<file path="src/rtl/jtobj_scan.sv">
// Per-line sprite table scanner: fetches each object entry, tests it against the
// rendered line, and issues one drawer request per 16-pixel tile. JTOBJ_SCAN_LIMIT_EN adds a per-line sprite budget.
module jtobj_scan #(
    parameter int OBJW   = 8,
    parameter int MAXSPR = 32,
    parameter int ZFRAC  = 5
) (
    input  logic            clk,
    input  logic            rst,
    input  logic            cen,
    input  logic            line_start,
    input  logic [8:0]      vrender,
    output logic [OBJW+1:0] tbl_addr,
    input  logic [15:0]     tbl_data,
    output logic [15:0]     code,
    output logic [8:0]      attr,
    output logic            hflip,
    output logic            vflip,
    output logic [8:0]      hpos,
    output logic [3:0]      ysub,
    output logic            dr_start,
    input  logic            dr_busy,
    output logic            done,
    output logic            ovf
);

    localparam int ZW = (ZFRAC + 1 > 6) ? ZFRAC + 1 : 6;
    localparam int PW = 10 + ZW;

    if (MAXSPR < 1) begin : g_bad_maxspr
        $error("MAXSPR must be at least 1");
    end

    typedef enum logic [2:0] {IDLE, FETCH, CHECK, DRAW, NEXT} state_t;

    state_t          st;
    logic [OBJW-1:0] obj;
    logic [2:0]      widx;
    logic [8:0]      vlatch;
    logic [14:0]     w0;
    logic [15:0]     w1, w2;
    logic [8:0]      xpos;
    logic [3:0]      col;
    logic [9:0]      ydiff_r;

    logic            vf, hf;
    logic [1:0]      vsz, hsz;
    assign vf  = w0[14];
    assign hf  = w0[13];
    assign vsz = w0[12:11];
    assign hsz = w0[10:9];

    // Vertical zone test and zoomed row offset
    logic [9:0]    dy, ydiff_c, hgt;
    logic [ZW-1:0] z;
    logic [PW-1:0] prod, scaled;
    logic          fits, inzone_c;

    assign dy       = {1'b0, vlatch} - w2[9:0];
    assign z        = (w2[15:10] == 6'd0) ? ZW'(1 << ZFRAC) : ZW'(w2[15:10]);
    assign prod     = PW'(dy) * PW'(z);
    assign scaled   = prod >> ZFRAC;
    assign fits     = (scaled >> 10) == '0;
    assign ydiff_c  = scaled[9:0];
    assign hgt      = 10'd16 << vsz;
    assign inzone_c = !dy[9] && fits && (ydiff_c < hgt);

    // Tile fields; in CHECK the first tile is built from the unregistered ydiff
    logic [9:0]  ysrc;
    logic [3:0]  wdt, ccol, col_eff;
    logic [5:0]  rmask, row_eff;
    logic [15:0] t_code;
    logic [8:0]  t_hpos;
    logic [3:0]  t_ysub;
    logic        draw_end, can_issue, issue, lim_hit;

    assign ysrc      = (st == CHECK) ? ydiff_c : ydiff_r;
    assign wdt       = 4'd1 << hsz;
    assign ccol      = (st == CHECK) ? 4'd0 : col;
    assign col_eff   = hf ? (wdt - 4'd1 - ccol) : ccol;
    assign rmask     = (6'd1 << vsz) - 6'd1;
    assign row_eff   = vf ? (ysrc[9:4] ^ rmask) : ysrc[9:4];
    assign t_code    = w1 + {7'd0, row_eff, 3'd0} + {12'd0, col_eff};
    assign t_hpos    = xpos + {1'b0, ccol, 4'd0};
    assign t_ysub    = ysrc[3:0] ^ {4{vf}};
    assign draw_end  = (st == DRAW) && (col == wdt);
    assign can_issue = !dr_busy && !dr_start;
    assign issue     = can_issue && (((st == CHECK) && inzone_c) || ((st == DRAW) && (col != wdt)));

`ifdef JTOBJ_SCAN_LIMIT_EN
    localparam int CW = $clog2(MAXSPR + 1);
    logic [CW-1:0] cnt;

    assign lim_hit = (cnt >= CW'(MAXSPR));

    always_ff @(posedge clk) begin
        if (rst) begin
            cnt <= '0;
            ovf <= 1'b0;
        end else if (cen) begin
            if (line_start) begin
                cnt <= '0;
                ovf <= 1'b0;
            end else begin
                if (st == CHECK && inzone_c) cnt <= cnt + CW'(1);
                if (draw_end && lim_hit) ovf <= 1'b1;
            end
        end
    end
`else
    assign lim_hit = 1'b0;
    assign ovf     = 1'b0;
`endif

    always_ff @(posedge clk) begin
        if (rst) begin
            st       <= IDLE;
            obj      <= '0;
            widx     <= '0;
            vlatch   <= '0;
            w0       <= '0;
            w1       <= '0;
            w2       <= '0;
            xpos     <= '0;
            col      <= '0;
            ydiff_r  <= '0;
            tbl_addr <= '0;
            code     <= '0;
            attr     <= '0;
            hflip    <= 1'b0;
            vflip    <= 1'b0;
            hpos     <= '0;
            ysub     <= '0;
            dr_start <= 1'b0;
            done     <= 1'b1;
        end else if (cen) begin
            dr_start <= 1'b0;
            if (!line_start && issue) begin
                code     <= t_code;
                attr     <= w0[8:0];
                hflip    <= hf;
                vflip    <= vf;
                hpos     <= t_hpos;
                ysub     <= t_ysub;
                dr_start <= 1'b1;
            end
            if (line_start) begin
                st       <= FETCH;
                obj      <= '0;
                widx     <= '0;
                vlatch   <= vrender;
                tbl_addr <= '0;
                done     <= 1'b0;
            end else begin
                case (st)
                    IDLE: ;
                    FETCH: begin
                        // Data for the word addressed last cycle arrives now
                        widx <= widx + 3'd1;
                        case (widx)
                            3'd0: tbl_addr <= {obj, 2'd1};
                            3'd1: begin
                                w0       <= tbl_data[14:0];
                                tbl_addr <= {obj, 2'd2};
                                if (!tbl_data[15]) st <= NEXT;
                            end
                            3'd2: begin
                                w1       <= tbl_data;
                                tbl_addr <= {obj, 2'd3};
                            end
                            3'd3: w2 <= tbl_data;
                            default: begin
                                xpos <= tbl_data[8:0];
                                st   <= CHECK;
                            end
                        endcase
                    end
                    CHECK: begin
                        ydiff_r <= ydiff_c;
                        col     <= issue ? 4'd1 : 4'd0;
                        st      <= inzone_c ? DRAW : NEXT;
                    end
                    DRAW: begin
                        if (draw_end) begin
                            if (lim_hit) begin
                                st   <= IDLE;
                                done <= 1'b1;
                            end else begin
                                st <= NEXT;
                            end
                        end else if (issue) begin
                            col <= col + 4'd1;
                        end
                    end
                    NEXT: begin
                        widx <= '0;
                        if (&obj) begin
                            st   <= IDLE;
                            done <= 1'b1;
                        end else begin
                            obj      <= obj + 1'b1;
                            tbl_addr <= {obj + 1'b1, 2'd0};
                            st       <= FETCH;
                        end
                    end
                    default: st <= IDLE;
                endcase
            end
        end
    end

endmodule

</file>
<file path="config.mk">
export PLATFORM = sky130hd
export DESIGN_NAME = jtobj_scan
export DESIGN_NICKNAME = d
export VERILOG_FILES = /design/src/rtl/jtobj_scan.sv
export SDC_FILE = /design/constraint.sdc
export NUM_CORES = 1
export LEC_CHECK = 0
export CAP_MARGIN = 20
export CORE_MARGIN = 2
export CORE_UTILIZATION = 55
export DETAILED_ROUTE_END_ITERATION = 16
export PLACE_DENSITY = 0.77
export SYNTH_ARGS = -nofsm -noshare
export SYNTH_HDL_FRONTEND = slang
export SYNTH_SLANG_ARGS = --single-unit
</file>
<file path="constraint.sdc">
create_clock -name clk -period 9.6 [get_ports clk]
set_clock_uncertainty 0.1 [all_clocks]
set_input_delay 1.44 -clock clk [delete_from_list [all_inputs] [get_ports clk]]
set_output_delay 1.44 -clock clk [all_outputs]
set_load 0.05 [all_outputs]
</file>
==> results of run 1 <==
-- cells in the final DEF (no fill, tap or decap), types with 30 or more instances in the layout --
master	count
clkdlybuf4s50_1	80
a21oi_1	111
dfxtp_1	145
fa_1	37
nor2_1	90
inv_1	82
nand3_1	34
and2_1	32
mux2i_1	41
o21ai_0	30
nand2_1	127
ha_1	66
-- critical path, delay by kind of cell (launching register included) --
| kind | cells | cell delay, ps |
|---|---|---|
| flip-flops | 1 | 320 |
| AND/OR/NAND/NOR | 8 | 1500 |
| buffers and inverters | 5 | 710 |
| XOR/XNOR | 1 | 190 |
| AO/OA/AOI/OAI | 13 | 2770 |
| adder cells (fa/ha/maj) | 7 | 2760 |
-- state kept, by name, indices dropped and copies added, names as in the netlist, 3 cells and up --
signal,count
code,16
w1,16
w2,16
w0,15
tbl_addr,10
ydiff_r,10
attr,9
hpos,9
vlatch,9
xpos,9
obj,8
col,4
ysub,4
st,3
widx,3
-- report_power, final --
part | switching (mW) | internal [mW]
clock network | 0.280 | 0.383
logic | 0.0854 | 0.0507
registers | 0.00217 | 0.604
-- cell type report --
type                    instances  area, µm²
multi-input cells             838       5890
fillers                      1423       5800
flip-flops and latches        145       2900
repair buffers                 90        876
clock buffers                  21        470
inverters                      82        308
well taps                     220        275
clock inverters                11        118
-- cell families after synthesis --
logic type	after synthesis
DFF	145
other	1
muxes	41
xor gates and xnor gates	46
AOI/OAI and AO/OA	240
and+or+nand+nor	407
adders and majority gates	103
buffers and inverters	147
-- worst max path at each step --
| stage | endpoint | slack (ps) |
|---|---|---|
| 2_1_floorplan | code[12] | 2090 |
| 3_3_place_gp | code[14] | 1640 |
| 3_5_place_dp | code[4] | 1380 |
| 4_1_cts | code[12] | 1210 |
| 5_1_grt | code[4] | 670 |
| 6_report | code[4] | 1150 |
-- layer usage --
metal	up-vias	global-route usage
met3	43	0.0439
li1	3975	-
met1	3877	0.355
met4	0	0.0807
met5	-	0
met2	217	0.415
-- stage by stage --
step	hold WS, ps	cell area, µm²	utilization	worst slack (ps)
global route	369	10800	0.651	668
global placement	345	10300	0.616	1640
CTS	357	10800	0.651	1210
detailed placement	348	10300	0.616	1380
finish	355	10800	0.651	1150
floorplan	336	9390	-	2090
==> results_dict.tcl, run 1 <==
set metrics [dict create \
    synthMuxAreaShare 0.0437 \
    yosysUniqueCellTypes 67 \
    r2r-start "vlatch[0]" \
    first_global_vias 7676 \
    overflow 0 \
    ctsRootBufferMaster "clkbuf_16" \
    leakage_nw 4.48 \
    post-route-period-util 0.880 \
    maxSlewHeadroom 0.235 \
    drv_slew 0 \
    place_hpwl_um 16100 \
    critPathArrivalTime_ps 8680 \
    clock-sinks 145 \
    synth_compound_area_frac 0.158 \
    grt_max_degree 90 \
    end_kind "flop" \
    antenna_found_initial 0 \
    final.min_clock_period_ps 8450 \
    ff2ff_setup_slack_ps 1150 \
    reg2reg_to "code[4]" \
    track_usage 0.258 \
    clock_latency_ps 430 \
    setup_viol 0 \
    num_io_pins 83 \
    dr.first_iter.drc_count 623 \
    synth_top_area_cell "dfxtp_1" \
    synth_top_family_by_area "simple AND/OR/NAND/NOR gates" \
    fin_setup_tns_ps 0 \
    top_layer "met4" \
    synth.top_cells.by_area "dfxtp_1, ha_1, fa_1" \
    core_area_um2 16600 \
    critPathLaunchType "flop" \
    slowest_stage "fa_1" \
    stdcell_count 1407 \
    reg2reg_depth 34 \
    fin_nets 1307 \
    synth_top_flop_cell "dfxtp_1" \
    synth_top_area_frac 0.309 \
    wl_met3_um 1220 \
    cts_inserted_buffers 17 \
    hold_violations 0 \
    vias 8112 \
    gp_congestion 0.881 \
    total_power_mw 1.41 \
    synthTopCellsByCount "dfxtp_1, nand2_1, a21oi_1" \
    drc 0 \
    via_per_inst 5.77 \
    syn_area_um2 9390 \
    post-place-cells 1375 \
    cts_setup_buffers 0 \
    die_h_um 135 \
    rows 47 \
    worstMarginPinSlew_ps 1140 \
    maxCapViolCount 0 \
    synth-simple-area-share 0.215 \
    hp-start "vlatch[0]" \
    cp.required_ps 9830 \
    synth_seq_area_share 0.309 \
    grt_pass1_wl_um 37600 \
    max_freq_mhz 118 \
    synth_edf_count 0 \
    rsz0062_at_grt "false" \
    max_stage_delay_ps 530 \
    clk_pin_slew_ps 70 \
    synth_nets 1263 \
    synth-async-reset-ratio 0 \
    status "completed" \
    ys.warnings.count 0 \
    clock_tree.buffer_depth 2 \
    ys_seq_elements 145 \
    antennaDiodeCount 0 \
    cts_htree_levels 4 \
    holdPathStages 2 \
    hp-class "flop to flop" \
    netlist_instances 1130 \
    ctsResizeCount 0 \
    drt_first_pass_iters 5 \
    whs_endpoint "vlatch[0]" \
    cts_tree "built" \
    initial_core_util 0.564 \
    p_per_area_nw_per_um2 130 \
    synth_fa_ha_area_frac 0.167 \
    route.met2.wl_um 10500 \
    dieArea_um2 18100 \
    synth_xor_area_frac 0.0429 \
    die_x_um 135 \
    drive_gt1_frac 0.0480 \
    wl_um 22700 \
    place.port_buffers 81 \
    startpoint "vlatch[0]" \
    wire_per_inst_um 16.1 \
    ant_nets 0 \
    area_growth_pct 15.5 \
    syn_area_per_cell_um2 8.31 \
    met1_length_um 10600 \
    cp_max_fo 24 \
    vdd_drop_max_uv 124 \
    cts_hold_buffers 0 \
    critPathKind "flop to flop" \
    post-synth-top-count-cell "dfxtp_1" \
]
(Power assumes the default switching activity.)
==> run 2: changes to the inputs <==
--- a/config.mk
+++ b/config.mk
@@ -5,7 +5,6 @@
 export SDC_FILE = /design/constraint.sdc
 export NUM_CORES = 1
 export LEC_CHECK = 0
-export CAP_MARGIN = 20
 export CORE_MARGIN = 2
 export CORE_UTILIZATION = 55
 export DETAILED_ROUTE_END_ITERATION = 16
==> results of run 2 <==
Final layout, timing and power as in run 1 (identical DEF).
==> run 3: changes to the inputs <==
--- a/config.mk
+++ b/config.mk
@@ -5,6 +5,7 @@
 export SDC_FILE = /design/constraint.sdc
 export NUM_CORES = 1
 export LEC_CHECK = 0
+export ABC_CLOCK_PERIOD_IN_PS = 9600
 export CORE_MARGIN = 2
 export CORE_UTILIZATION = 55
 export DETAILED_ROUTE_END_ITERATION = 16
==> constraint.sdc (replaced) <==
create_clock -name clk -period 9.6 [get_ports clk]
set_clock_uncertainty 0.1 [all_clocks]
set_input_delay 1.44 -clock clk [delete_from_list [all_inputs] [get_ports clk]]
set_output_delay 1.44 -clock clk [all_outputs]
set_load 0.1 [all_outputs]
==> results of run 3 <==
The final DEF is identical to that of run 1. Status: completed.
